[config.mk]
export PLATFORM = sky130hd
export DESIGN_NAME = ov_line_buf_ctrl
export DESIGN_NICKNAME = d
export VERILOG_FILES = /design/src/rtl/ov_line_buf_ctrl.sv
export SDC_FILE = /design/constraint.sdc
export NUM_CORES = 1
export LEC_CHECK = 0
export BUFFER_PORTS_ARGS = -buffer_cell sky130_fd_sc_hd__buf_2
export CORE_ASPECT_RATIO = 1.5
export CORE_MARGIN = 2
export CORE_UTILIZATION = 61
export CTS_CLUSTER_DIAMETER = 50
export CTS_CLUSTER_SIZE = 12
export DETAILED_ROUTE_END_ITERATION = 8
export PLACE_DENSITY = 0.79
export SYNTH_ARGS = -nofsm -noshare
export SYNTH_HDL_FRONTEND = slang
export SYNTH_SLANG_ARGS = --single-unit
export TNS_END_PERCENT = 20
[constraint.sdc]
create_clock -name clk -period 6.43 [get_ports clk]
set_input_delay 0.643 -clock clk [delete_from_list [all_inputs] [get_ports clk]]
set_output_delay 0.643 -clock clk [all_outputs]
set_load 0.01 [all_outputs]
[src/rtl/ov_line_buf_ctrl.sv]
// ov_line_buf_ctrl: camera line FIFO sequencer with line admission, short-line padding and a 2-entry output skid buffer
// Ports:
//   clk, rst_n                  clock, asynchronous active-low reset
//   vsync, href, pix_valid, pix camera capture side
//   fifo_*                      1-bit line FIFO control (read data valid 1 cycle after fifo_rd_en)
//   out_valid/ready/data/sol/eol  pixel stream to the consumer
//   line_drop, err_short, err_full  drop pulse and sticky error flags
module ov_line_buf_ctrl #(
  parameter int LINE_LEN = 640,
  parameter int FIFO_CAP = 1024,
  parameter int CNT_W    = 11
) (
  input  logic clk,
  input  logic rst_n,
  input  logic vsync,
  input  logic href,
  input  logic pix_valid,
  input  logic pix,
  output logic fifo_wr_en,
  output logic fifo_din,
  input  logic fifo_full,
  output logic fifo_rd_en,
  input  logic fifo_dout,
  input  logic fifo_empty,
  output logic fifo_rst_n,
  output logic out_valid,
  output logic out_data,
  output logic out_sol,
  output logic out_eol,
  input  logic out_ready,
  output logic line_drop,
  output logic err_short,
  output logic err_full
);
  typedef enum logic [1:0] {W_IDLE, W_LINE, W_PAD, W_DROP} w_state_t;
  typedef enum logic {R_IDLE, R_LINE} r_state_t;
  localparam logic [CNT_W-1:0] LAST    = CNT_W'(LINE_LEN - 1);
  localparam logic [CNT_W-1:0] ADM_MAX = CNT_W'(FIFO_CAP - 1 - LINE_LEN);
  w_state_t ws;
  r_state_t rs;
  logic vsync_q, href_q, inflight, in_sol, in_eol;
  logic [CNT_W-1:0] occ, lines_rdy, wcnt, rcnt;
  logic [1:0] skid_occ;
  logic [2:0] e0, e1;
  logic vs_rise, clr, h_rise, pix_in, w_done, r_take, pop;
  assign vs_rise    = vsync & ~vsync_q;
  assign clr        = vs_rise | fifo_full;
  assign h_rise     = href & ~href_q;
  assign pix_in     = pix_valid & href;
  assign fifo_wr_en = !clr && ((ws == W_LINE && pix_in) || ws == W_PAD);
  assign fifo_din   = ws == W_LINE && pix;
  assign w_done     = fifo_wr_en && wcnt == LAST;
  assign pop        = out_valid & out_ready;
  // Space is judged after this cycle's pop so a steady stream reads every cycle.
  assign fifo_rd_en = !clr && rs == R_LINE && !fifo_empty && rcnt <= LAST &&
                      ({1'b0, skid_occ} + {2'b0, inflight}) < (3'd2 + {2'b0, pop});
  assign r_take     = !clr && rs == R_IDLE && lines_rdy != '0;
  assign out_valid  = skid_occ != 2'd0;
  assign out_data   = e0[2];
  assign out_sol    = e0[1];
  assign out_eol    = e0[0];
  always_ff @(posedge clk or negedge rst_n) begin
    if (!rst_n) begin
      ws <= W_IDLE;
      rs <= R_IDLE;
      vsync_q <= 1'b0;
      href_q <= 1'b0;
      inflight <= 1'b0;
      in_sol <= 1'b0;
      in_eol <= 1'b0;
      occ <= '0;
      lines_rdy <= '0;
      wcnt <= '0;
      rcnt <= '0;
      skid_occ <= 2'd0;
      e0 <= 3'd0;
      e1 <= 3'd0;
      fifo_rst_n <= 1'b1;
      line_drop <= 1'b0;
      err_short <= 1'b0;
      err_full <= 1'b0;
    end else begin
      vsync_q <= vsync;
      href_q <= href;
      fifo_rst_n <= !vs_rise;
      line_drop <= 1'b0;
      in_sol <= rcnt == '0;
      in_eol <= rcnt == LAST;
      if (clr) begin
        ws <= W_IDLE;
        rs <= R_IDLE;
        occ <= '0;
        lines_rdy <= '0;
        wcnt <= '0;
        rcnt <= '0;
        skid_occ <= 2'd0;
        inflight <= 1'b0;
        err_full <= !vs_rise;
        if (vs_rise) err_short <= 1'b0;
      end else begin
        occ <= occ + CNT_W'(fifo_wr_en) - CNT_W'(fifo_rd_en);
        lines_rdy <= lines_rdy + CNT_W'(w_done) - CNT_W'(r_take);
        inflight <= fifo_rd_en;
        if (fifo_wr_en) wcnt <= w_done ? '0 : wcnt + 1'b1;
        case (ws)
          W_IDLE: if (h_rise) begin
            ws <= occ <= ADM_MAX ? W_LINE : W_DROP;
            line_drop <= occ > ADM_MAX;
          end
          W_LINE: if (w_done) ws <= W_IDLE;
            else if (!href) begin
              ws <= W_PAD;
              err_short <= 1'b1;
            end
          W_PAD: begin
            if (w_done) ws <= W_IDLE;
            if (pix_in) err_short <= 1'b1;
          end
          default: if (!href) ws <= W_IDLE;
        endcase
        if (r_take) begin
          rs <= R_LINE;
          rcnt <= '0;
        end else if (fifo_rd_en) begin
          rcnt <= rcnt + 1'b1;
          if (rcnt == LAST) rs <= R_IDLE;
        end
        skid_occ <= skid_occ + {1'b0, inflight} - {1'b0, pop};
        if (pop) e0 <= e1;
        // Arriving data lands in the first slot left free after the pop.
        if (inflight && skid_occ == {1'b0, pop}) e0 <= {fifo_dout, in_sol, in_eol};
        else if (inflight) e1 <= {fifo_dout, in_sol, in_eol};
      end
    end
  end
endmodule

==> impl_summary.txt, run 1 <==
----------------------------------------------------
[Pwr]
  Relative contribution of the clock network to total power ... 18.9%
  Power Dens Cells ... 367.3 nW/µm²
  Switching pwr ... 0.6653 mW
  Peak VDD IR ... 198.5 µV
  Part of the power in registers ... 31.7%
  Switching share of power ... 40.54%
  Leak ... approximately 2.1 nW
  Proportion of power drawn by combinational gates ... 49.3%
  Internal power component ... 0.9757 mW

[Job]
  Number of max-capacitance violations reported ... 0

[Yosys]
  Post-Syn Nets ... 499
  Count of flip-flops with a built-in enable after synthesis ... 0
  Sequential element share of the synthesized area ... 39.03%
  Post-synthesis cell type with the largest combined area ... sky130_fd_sc_hd__dfrtp_1
  Syn avg cell area ... 9.291 µm²
  Syn Std Cell Area ... between 4000 and 5000 µm²
  Dominant register cell in the synthesized netlist ... sky130_fd_sc_hd__dfrtp_1
  Share of flip-flops with an asynchronous set or reset after synthesis ... 100.0%
  Register bit count reported by yosys ... 64
  Post-synthesis instance total ... 442
  Top cells by area, synth ... sky130_fd_sc_hd__dfrtp_1, sky130_fd_sc_hd__ha_1, sky130_fd_sc_hd__inv_1, sky130_fd_sc_hd__nor2_1, sky130_fd_sc_hd__nand3_1
  Post-synth cell types ... 62
  Number of warnings reported in the yosys synthesis log ... 0
  Area fraction of the dominant cell type after synthesis ... a little under two fifths

[Route]
  Post-route DRC ... 0
  Detailed Routing Iterations Pass 1 ... 5
  Via density per instance ... a little over 6
  Antenna-violating nets left ... 0
  Iter 0 DRT Violations ... 217
  Via count of the routed design ... 3379
  Overall routed net length ... between 8 and 9 mm
  Average routed wire per standard cell ... 16.33 µm

[Clock network]
  TritonCTS clock tree ... done
  Count of H-tree levels built during CTS ... 3
  Post-CTS resize count ... 0
  Longest Clk Path Bufs ... 2
  Post-CTS Hold Fix Bufs ... 0
  Number of clock buffers inserted by TritonCTS ... 9
  Clock Latency Late Sink ... 0.36 ns
  Post-CTS setup repair buffer count ... 0
  CTS clock-pin slew for the worst setup and hold paths ... 0.07 ns
  Root Buffer Master ... sky130_fd_sc_hd__clkbuf_8
  Clk sink count ... 64

[Timing]
  Total negative slack ... 0 ns
  Worst slew margin relative to its limit ... 46.09%
  Max Clock Skew ... 0.01317 ns
  Number of failing hold endpoints at the final stage ... 0
  Portion of the clock cycle consumed by the worst path in the final layout ... 57.39%
  Count of final max-slew check failures ... 0
  Finish-stage setup viols ... 0
  Crit path time final ... 3.690 ns
  Peak clock frequency supported by timing ... 271.0 MHz
  Worst-Margin Slew ... 0.8087 ns
  Setup repair after global routing missed its margin ... false

[GRT]
  GRT Overall Usage ... 26.20%
  Vias in the first global route ... 3374
  Number of antenna violations at the first check in global routing ... 0
  Wire length of the first global-routing pass ... 15.19 mm
  Aggregate global routing overflow ... 0
  Largest net degree at the start of global routing ... 65

[Layout]
  Layout filler cell count ... 523
  Share of layout cells above drive strength 1 ... 10.13%
  Commonest non-fill, non-tap cell in the layout ... sky130_fd_sc_hd__dfrtp_1
  Nets@finish ... 527
  N_diodes ... 0
  Commonest cells after routing, fill and taps aside ... sky130_fd_sc_hd__dfrtp_1, sky130_fd_sc_hd__ha_1, sky130_fd_sc_hd__inv_1
  Layout-stage area growth over the synthesis result ... 8.806%
  Fin area ... 4468 µm²
  Final design utilization ... 68.88%

[Placement]
  Placed Instance Area ... 4302 µm²
  Count of input and output buffers ... 20
  Half-perimeter wire length of the detailed placement result ... approximately 6.5 mm
  Gpl congestion ... approximately 0.84

[Critical path]
  Highest-delay cell along the critical path ... sky130_fd_sc_hd__dfrtp_1
  Buf/Inv on CP ... 2
  Critical path type ... reg2reg
  CP Launch Type ... register
  CP arrival ... around 3.9 ns
  Kind of end point of the critical path ... register
  Largest stage delay, worst path ... approximately 0.42 ns
  Worst path top cell family by delay ... compound AO/OA/AOI/OAI gates
  List of cells traversed by the critical path ... ha_1 > ha_1 > nor4b_1 > and3_1 > nand4_2 > inv_2 > ha_1 > inv_1 > ha_1 > a211oi_1 > o21bai_1 > a21o_1 > a311oi_1 > nor3_1
  Most repeated library cell on the critical path ... sky130_fd_sc_hd__ha_1
  Largest fanout of any net on the critical path ... 10
  Required time worst endpoint ... 6.65 ns

[Floorplanning]
  Starting utilization of the core area ... 63.31%
  Standard-cell rows ... 36
  Width of the chip ... 70.99 µm
  I/O pin count ... 21
  Die ar. ... 7417 µm²
  Die height ... 104.5 µm
  Placeable Area ... 6486 µm²

[Status]
  Run status ... completed

[Worst hold path]
  Hold crit path type ... in2reg

----------------------------------------------------
per-layer routing:
layer | GRT usage, % | wire length [µm] | vias up
li1 | - | - | 1651
met1 | 31.29 | 3788 | 1632
met4 | 12.53 | 263 | 0
met2 | 43.39 | 4598 | 76
met3 | 6.783 | 329 | 20
met5 | 0 | 0 | -
final timing paths:
| path | start | end | slack [ns] | depth (start not counted) |
|---|---|---|---|---|
| min | vsync | vsync_q | 0.40 | 1 |
| min in group asynchronous | rst_n | lines_rdy[8] | 0.44 | 2 |
| max | skid_occ[0] | occ[9] | 2.74 | 14 |
| max reg2reg | skid_occ[0] | occ[9] | 2.74 | 14 |
| max in group asynchronous | rst_n | e1[2] | 5.43 | 2 |
| min reg2reg | e0[1] | e0[1] | 0.48 | 2 |
worst reg2reg max path, cell delays in order (launching register included):
cell,delay (ns)
sky130_fd_sc_hd__dfrtp_1,0.42
sky130_fd_sc_hd__ha_1,0.20
sky130_fd_sc_hd__ha_1,0.19
sky130_fd_sc_hd__nor4b_1,0.36
sky130_fd_sc_hd__and3_1,0.25
sky130_fd_sc_hd__nand4_2,0.24
sky130_fd_sc_hd__inv_2,0.17
sky130_fd_sc_hd__ha_1,0.22
sky130_fd_sc_hd__inv_1,0.06
sky130_fd_sc_hd__ha_1,0.28
sky130_fd_sc_hd__a211oi_1,0.36
sky130_fd_sc_hd__o21bai_1,0.19
sky130_fd_sc_hd__a21o_1,0.24
sky130_fd_sc_hd__a311oi_1,0.27
sky130_fd_sc_hd__nor3_1,0.10
stage by stage:
step                hold slack (ns)  setup WS, ns  cells  total power [mW]
floorplan                    0.3474         2.864    442             1.134
global placement             0.4634         2.761    535             1.291
detailed placement           0.4698         2.578    535             1.321
CTS                          0.3858         2.767    550             1.637
global route                 0.3832         2.426    550             1.775
finish                       0.3964         2.740    550             1.641
power groups by stage:
stage	registers, mW	logic, mW	clock network, mW
after floorplan	0.518	0.616	0
after global placement	0.525	0.766	0
after detailed placement	0.528	0.793	0
after CTS	0.521	0.798	0.318
after global routing	0.530	0.910	0.335
final	0.521	0.809	0.311
flip-flops by register name, indices dropped and copies added (netlist names), 2 cells and up:
signal	count
rcnt	11
ws	2
skid_occ	2
occ	11
wcnt	11
lines_rdy	11
e1	3
e0	3
Yosys cell counts (all sizes together) (3+ instances only):
cell type and count:
nand4 11, xor2 8, ha 45, o21a 7
mux2 4, o21ai 19, clkbuf 5, nor3 17
nor4 5, inv 44, a31oi 5, nor4b 3
a211oi 5, nand2 26, a21o 6, nor2 41
and3 6, or3 6, xnor2 9, or4 4
nand3 21, nand2b 4, a21oi 19, nor2b 7
a22oi 3, nor3b 5, dfrtp 63, o31ai 6
logic make-up after synthesis:
kind of cell / count (synthesis) / share of synthesized area (%)
simple gates: 167 / 21.66
compound gates: 91 / 14.84
flops: 64 / 39.03
buf+inv: 50 / 4.570
fa+ha+maj: 47 / 14.69
xor+xnor: 17 / 3.626
mux: 6 / 1.584
final cells by class:
class	instances	area (µm²)	area share, %
Inverter	44	165.2	3.696
Timing Repair Buffer	23	122.6	2.744
Tap cell	76	95.09	2.128
Clock buffer	15	166.4	3.724
Multi-Input combinational cell	328	2316	51.83
Sequential cell	64	1603	35.87
Note: power is estimated with default switching activity, not from simulation.
==> inputs of run 2 (changes only) <==
CORE_UTILIZATION = 56   (was 61)
PLACE_DENSITY = 0.77   (was 0.79)
clock period = 3.1 ns   (was 6.43 ns; I/O delays follow)
==> run 2 against run 1 <==
Net effect:
- the run now ends with setup timing left
- global-route usage up 1.1 points
- power up 140%
- non-clock buffer count grew 58
- critical path depth up 3
- critical endpoint is now occ[6]
==> impl_summary.txt, run 2 (same netlist as run 1, synthesis figures left out) <==
----------------------------------------------------
[Timing]
  Number of failing hold endpoints at the final stage ... 0 (unchanged)
  Max Clock Skew ... 0.01343 ns (+0.0002531 ns)
  Setup repair after global routing missed its margin ... true
  Worst slew margin relative to its limit ... 59.45% (+13 points)
  Finish-stage setup viols ... 3 (+3)
  Worst-Margin Slew ... 0.6069 ns (-0.2018 ns)
  Portion of the clock cycle consumed by the worst path in the final layout ... 103.1% (+46 points)
  Count of final max-slew check failures ... 0 (unchanged)
  Minimum setup slack in the final design ... -0.09552 ns (-2.835 ns)
  Total negative slack ... -0.2077 ns (-0.2077 ns)
  Crit path time final ... 3.196 ns (-0.4948 ns)
  Peak clock frequency supported by timing ... 312.9 MHz (+15%)

[GRT]
  Vias in the first global route ... 3761 (+11%)
  Aggregate global routing overflow ... 0 (unchanged)
  Largest net degree at the start of global routing ... 42 (-35%)
  Number of antenna violations at the first check in global routing ... 0 (unchanged)
  GRT Overall Usage ... 27.26% (+1.1 points)
  Wire length of the first global-routing pass ... 16.74 mm (+10%)

[Worst hold path]
  Hold crit path type ... in2reg
  Origin of the worst min-delay path ... vsync
  Worst Hold Path EP ... vsync_q
  Hold Path Depth ... 1 (unchanged)

[Floorplanning]
  Die height ... 108.9 µm (+4.2%)
  I/O pin count ... 21 (unchanged)
  Starting utilization of the core area ... 57.20% (-6.1 points)
  Width of the chip ... 73.92 µm (+4.1%)
  Die ar. ... 8048 µm² (+8.5%)
  Placeable Area ... 7179 µm² (+11%)
  Standard-cell rows ... 38 (+5.6%)

[Clock network]
  Clk sink count ... 64 (unchanged)
  Clock Latency Late Sink ... 0.37 ns (about the same)
  Number of clock buffers inserted by TritonCTS ... 9 (unchanged)
  Root Buffer Master ... sky130_fd_sc_hd__clkbuf_8
  Count of H-tree levels built during CTS ... 3 (unchanged)
  TritonCTS clock tree ... done
  Longest Clk Path Bufs ... 2 (unchanged)
  CTS clock-pin slew for the worst setup and hold paths ... 0.08 ns (about the same)

[Placement]
  Number of placed cells counting well taps ... 592 (+11%)
  Gpl congestion ... 0.8897 (+6.2%)
  Half-perimeter wire length of the detailed placement result ... 6.936 mm (+7.1%)
  Placed Instance Area ... 4607 µm² (+7.1%)
  Count of input and output buffers ... 20 (unchanged)
  Post-place setup slack ... -0.1408 ns (-2.719 ns)

[Pwr]
  Relative contribution of the clock network to total power ... 21.7% (+2.8 points)
  Leak ... 2.435 nW (+17%)
  Power Dens Cells ... 739.7 nW/µm² (+100%)
  Internal power component ... 2.388 mW (+140%)
  Part of the power in registers ... 27.7% (-4.0 points)
  Switching pwr ... 1.481 mW (+120%)
  Switching share of power ... 38.27% (-2.3 points)
  Peak VDD IR ... 367.6 µV (+85%)
  Proportion of power drawn by combinational gates ... 50.6% (+1.3 points)

[Critical path]
  Largest fanout of any net on the critical path ... 3 (-7)
  Largest stage delay, worst path ... 0.41 ns (about the same)
  Reg2reg end ... occ[6]
  CP arrival ... 3.43 ns (-0.48 ns)
  R2r startpoint ... inflight
  List of cells traversed by the critical path ... ha_2 > ha_4 > nor4b_4 > and3_4 > nand4_4 > inv_4 > ha_4 > inv_2 > ha_4 > inv_2 > fa_2 > nor2b_2 > o31a_1 > o21a_1 > buf_4 > o21a_1 > nor3_1
  Most repeated library cell on the critical path ... sky130_fd_sc_hd__ha_4
  Critical path type ... reg2reg
  Cell depth of the worst flop-to-flop path ... 17 (+3)
  Required time worst endpoint ... 3.33 ns (-3.32 ns)
  Highest-delay cell along the critical path ... sky130_fd_sc_hd__dfrtp_1
  Worst path top cell family by delay ... adder cells
  CP Launch Type ... register
  Buf/Inv on CP ... 4 (+2)
  Reg-to-reg setup timing slack ... -0.1 ns (-2.84 ns)
  Kind of end point of the critical path ... register

[Status]
  Run status ... complete, but fails checks
  Failing checks ... setup timing

[Layout]
  Final design utilization ... 72.85% (+4.0 points)
  Layout-stage area growth over the synthesis result ... 27.36%
  Commonest non-fill, non-tap cell in the layout ... sky130_fd_sc_hd__dfrtp_1
  Nets@finish ... 585 (+11%)
  Fin area ... 5230 µm² (+17%)
  Final Instance Count excl. Fillers ... 633 (+15%)
  Layout filler cell count ... 498 (-4.8%)
  Commonest cells after routing, fill and taps aside ... sky130_fd_sc_hd__dfrtp_1, sky130_fd_sc_hd__buf_4, sky130_fd_sc_hd__inv_1, sky130_fd_sc_hd__nor2_1, sky130_fd_sc_hd__ha_1
  N_diodes ... 0 (unchanged)
  Share of layout cells above drive strength 1 ... 25.70% (+16 points)

[Route]
  Post-route DRC ... 0 (unchanged)
  Antenna-violating nets left ... 0 (unchanged)
  Average routed wire per standard cell ... 16.49 µm (+1.0%)
  Iter 0 DRT Violations ... 267 (+23%)
  Via count of the routed design ... 3698 (+9.4%)
  Via density per instance ... 5.842 (-4.9%)
  Detailed Routing Iterations Pass 1 ... 5 (unchanged)
  Overall routed net length ... 10.44 mm (+16%)

[Job]
  Number of max-capacitance violations reported ... 0 (unchanged)

----------------------------------------------------
## run 2: cell count changes in the layout (fill, tap and decap cells not counted), moves of 3 or more
cell	delta
sky130_fd_sc_hd__buf_6	+10
sky130_fd_sc_hd__clkbuf_8	+4
sky130_fd_sc_hd__nor2b_2	+3
sky130_fd_sc_hd__ha_4	+3
sky130_fd_sc_hd__ha_1	-5
sky130_fd_sc_hd__clkbuf_1	-4
sky130_fd_sc_hd__buf_4	+47
sky130_fd_sc_hd__nor2b_1	-3
## run 2: through the flow
| step | power (mW) | hold WS [ns] |
|---|---|---|
| 3_3_place_gp | 2.762 | 0.3161 |
| 2_1_floorplan | 2.368 | 0.01441 |
| 4_1_cts | 3.776 | 0.06068 |
| 5_1_grt | 4.134 | 0.06707 |
| 6_report | 3.869 | 0.06211 |
| 3_5_place_dp | 2.827 | 0.3219 |
## run 2: timing repair
item,in CTS,in global routing
endpoints found under the setup margin,6,16
endpoints found under the hold margin,23,0
pin swaps,12,15
setup buffers,21,4
hold buffers,1,0
resized for setup,16,25
## run 2: worst max-delay path by stage
stage	start	to	slack [ns]	cells after the start
2_1_floorplan	inflight	occ[8]	-0.08	16
3_3_place_gp	inflight	occ[8]	-0.06	16
3_5_place_dp	inflight	occ[8]	-0.14	16
4_1_cts	skid_occ[0]	occ[8]	-0.12	16
5_1_grt	inflight	occ[8]	-0.22	16
6_report	inflight	occ[6]	-0.1	17
## run 2: cell type report
| class | instances | area, µm² | area share, % |
|---|---|---|---|
| Clock inverter | 1 | 30.03 | 0.5742 |
| Multi-Input combinational cell | 328 | 2500 | 47.80 |
| Clock buffer | 15 | 206.4 | 3.947 |
| Inverter | 44 | 167.7 | 3.206 |
| Tap cell | 100 | 125.1 | 2.392 |
| Sequential cell | 64 | 1603 | 30.65 |
| Timing Repair Buffer | 81 | 598.1 | 11.44 |
## run 2: power by group through the flow
stage               Sequential, mW  Clock, mW  Combinational (mW)
floorplan                     1.07          0                1.29
global placement              1.08          0                1.68
detailed placement            1.09          0                1.74
CTS                           1.07      0.841                1.86
global route                  1.09      0.880                2.16
finish                        1.07      0.839                1.96
## run 2: layer usage
layer | global-route usage, % | vias to the layer above | share of wire (%)
met2 | 49.23 | 104 | 54
met4 | 14.03 | 0 | 3.8
met3 | 4.621 | 38 | 3.5
met1 | 29.76 | 1803 | 38
li1 | - | 1753 | -
met5 | 0 | - | 0
==> inputs of run 3 (changes only) <==
ABC_AREA = 1   (was unset)
ABC_CLOCK_PERIOD_IN_PS = 3100   (was unset)
==> run 3 against run 2 <==
Net effect:
- the run now ends clean
- combinational power rose by 3%
- final area decreased by 4.8%
- via count grew 3.8%
- non-clock buffer count fell by 46
- global-route usage shrank 2.2 points
- critical endpoint is now occ[8]
==> impl_summary.txt, run 3 <==
----------------------------------------------------
[Clock network]
  Longest Clk Path Bufs ... 2 (unchanged)
  CTS clock-pin slew for the worst setup and hold paths ... 0.05 ns (-0.03 ns)
  Post-CTS Hold Fix Bufs ... 0 (-1)
  Root Buffer Master ... sky130_fd_sc_hd__clkbuf_16
  TritonCTS clock tree ... done
  Number of clock buffers inserted by TritonCTS ... 9 (unchanged)
  Clock Latency Late Sink ... 0.33 ns (-0.04 ns)
  Clk sink count ... 64 (unchanged)
  Count of H-tree levels built during CTS ... 3 (unchanged)

[GRT]
  Number of antenna violations at the first check in global routing ... 0 (unchanged)
  Wire length of the first global-routing pass ... 17.11 mm (+2.2%)
  Largest net degree at the start of global routing ... 65 (+55%)
  GRT Overall Usage ... 25.09% (-2.2 points)
  Aggregate global routing overflow ... 0 (unchanged)
  Vias in the first global route ... 3914 (+4.1%)

[Layout]
  Share of layout cells above drive strength 1 ... 13.98% (-12 points)
  Final design utilization ... 65.84% (-7.0 points)
  N_diodes ... 0 (unchanged)
  Nets@finish ... 660 (+13%)
  Layout-stage area growth over the synthesis result ... 14.63%
  Commonest cells after routing, fill and taps aside ... sky130_fd_sc_hd__inv_1, sky130_fd_sc_hd__nand2_1, sky130_fd_sc_hd__dfrtp_1
  Commonest non-fill, non-tap cell in the layout ... sky130_fd_sc_hd__inv_1

[Critical path]
  Required time worst endpoint ... 3.32 ns (about the same)
  Worst path top cell family by delay ... adder cells
  Critical path type ... reg2reg
  List of cells traversed by the critical path ... ha_4 > nand3_2 > nor2_4 > nand2_4 > nor2_4 > nor2_2 > nand2_4 > nand2_8 > inv_4 > ha_1 > inv_1 > ha_1 > inv_1 > fa_2 > o31ai_4 > nand2_1 > a21oi_1 > nor2_1
  Buf/Inv on CP ... 3 (-1)
  Kind of end point of the critical path ... register
  CP arrival ... 3.18 ns (-0.25 ns)
  Largest stage delay, worst path ... 0.45 ns (+0.04 ns)
  Largest fanout of any net on the critical path ... 5 (+2)
  Highest-delay cell along the critical path ... sky130_fd_sc_hd__dfrtp_1
  CP Launch Type ... register

[Timing]
  Portion of the clock cycle consumed by the worst path in the final layout ... 95.58% (-7.5 points)
  Max Clock Skew ... 0.005825 ns (-0.007602 ns)
  Crit path time final ... 2.963 ns (-0.2326 ns)
  Peak clock frequency supported by timing ... 337.5 MHz (+7.9%)
  WHS ... 0.1234 ns (+0.06129 ns)
  Number of failing hold endpoints at the final stage ... 0 (unchanged)
  Worst slew margin relative to its limit ... 44.62% (-15 points)
  Finish-stage setup viols ... 0 (-3)
  Count of final max-slew check failures ... 0 (unchanged)
  Worst-Margin Slew ... 0.8307 ns (+0.2238 ns)
  Minimum setup slack in the final design ... 0.1371 ns (+0.2326 ns)

[Floorplanning]
  I/O pin count ... 21 (unchanged)
  Width of the chip ... 75.92 µm (+2.7%)
  Starting utilization of the core area ... 57.44% (+0.24 points)
  Die ar. ... 8493 µm² (+5.5%)
  Standard-cell rows ... 39 (+2.6%)
  Die height ... 111.9 µm (+2.8%)
  Placeable Area ... 7564 µm² (+5.4%)

[Pwr]
  Leak ... 2.556 nW (+5.0%)
  Peak VDD IR ... 685.5 µV (+86%)
  Total power ... 4.025 mW (+4.0%)
  Power Dens Cells ... 808.2 nW/µm² (+9.3%)

[Placement]
  Count of input and output buffers ... 20 (unchanged)
  Half-perimeter wire length of the detailed placement result ... 7.394 mm (+6.6%)
  Post-place setup slack ... -0.01179 ns (+0.1290 ns)
  Gpl congestion ... 0.9033 (+1.5%)

[Yosys]
  Sequential element share of the synthesized area ... 36.90% (-2.1 points)
  Most numerous cell types in the synthesized netlist ... sky130_fd_sc_hd__inv_1, sky130_fd_sc_hd__nand2_1, sky130_fd_sc_hd__dfrtp_1
  Number of warnings reported in the yosys synthesis log ... 0 (unchanged)
  Post-synthesis instance total ... 561 (+27%)
  Post-Syn Nets ... 618 (+24%)
  Share of flip-flops with an asynchronous set or reset after synthesis ... 100.0% (unchanged)
  Count of flip-flops with a built-in enable after synthesis ... 0 (unchanged)
  Area fraction of the dominant cell type after synthesis ... 36.29% (-2.1 points)
  Syn avg cell area ... 7.744 µm² (-17%)
  Top cells by area, synth ... sky130_fd_sc_hd__dfrtp_1, sky130_fd_sc_hd__ha_1, sky130_fd_sc_hd__inv_1, sky130_fd_sc_hd__nand2_1, sky130_fd_sc_hd__nor2_1
  Dominant register cell in the synthesized netlist ... sky130_fd_sc_hd__dfrtp_1
  Syn Std Cell Area ... 4344 µm² (+5.8%)
  Most instantiated library cell after synthesis ... sky130_fd_sc_hd__inv_1
  Post-synth cell types ... 37 (-40%)
  Register bit count reported by yosys ... 64 (unchanged)
  Post-synthesis cell type with the largest combined area ... sky130_fd_sc_hd__dfrtp_1

[Route]
  Post-route DRC ... 0 (unchanged)
  Iter 0 DRT Violations ... 161 (-40%)
  Via density per instance ... 5.404 (-7.5%)
  Overall routed net length ... 10.02 mm (-4.0%)
  Via count of the routed design ... 3837 (+3.8%)
  Detailed Routing Iterations Pass 1 ... 4 (-1)
  Average routed wire per standard cell ... 14.11 µm (-14%)
  Antenna-violating nets left ... 0 (unchanged)

[Worst hold path]
  Hold crit path type ... in2reg

[Status]
  Run status ... completed

[Job]
  Number of max-capacitance violations reported ... 0 (unchanged)

----------------------------------------------------
[run 3: cell types whose count changed in the layout (fill, tap and decap cells not counted), sizes merged, moves of 10 or more]
cell / change
nand2: +75
buf: -45
inv: +61
a21oi: +15
o21ai: +10
nand3: +28
nor2: +27
[run 3: power by group]
part / leakage (nW) / internal [mW] / total, mW / switching (mW)
registers: 0.846 / 1.00 / 1.12 / 0.121
clock network: 0.126 / 0.536 / 0.892 / 0.355
logic: 1.58 / 0.748 / 2.01 / 1.26
[run 3: timing repair]
item                                    CTS  global route
gates resized for setup                   1            14
buffers inserted                          0             3
pin swaps                                 0             2
endpoints found under the setup margin    1             5
[run 3: layout make-up]
class	instances	area [µm²]
fillers	664	2584
clock buffers	12	236.5
inverters	105	396.6
multi-input cells	388	2381
repair buffers	35	212.7
clock inverters	4	22.52
flip-flops and latches	64	1603
well taps	102	127.6
[run 3: final timing paths]
check	from	endpoint	slack, ns	cells after the start
setup / recovery	rcnt[0]	occ[8]	0.14	18
hold / removal	vsync	vsync_q	0.12	1
setup reg to reg	rcnt[0]	occ[8]	0.14	18
min in group asynchronous	rst_n	wcnt[1]	0.14	2
hold reg to reg	e0[0]	e0[0]	0.48	1
max in group asynchronous	rst_n	line_drop	2.39	2
[run 3: cell families (layout without fill, tap and decap cells)]
family / after synthesis / after routing / share of synthesized area, %
AO/OA/AOI/OAI: 82 / 82 / 10.97
XOR/XNOR: 11 / 11 / 2.218
adder cells (fa/ha/maj): 47 / 47 / 13.88
buffers and inverters: 109 / 156 / 9.562
flip-flops: 64 / 64 / 36.90
AND/OR/NAND/NOR: 248 / 248 / 26.47
[run 3: metrics by stage]
step | instances | instance area [µm²] | TNS [ns]
3_3_place_gp | 691 | 4643 | 0
2_1_floorplan | 561 | 4344 | 0
6_report | 710 | 4980 | 0
5_1_grt | 710 | 4980 | -0.05745
4_1_cts | 707 | 4907 | 0
3_5_place_dp | 691 | 4643 | -0.01179
[run 3: metal layers]
layer	global-route usage, %	part of all wire (%)
met1	26.98	38
met5	0	0
met2	46.55	56
met3	6.645	4.0
met4	9.818	2.0
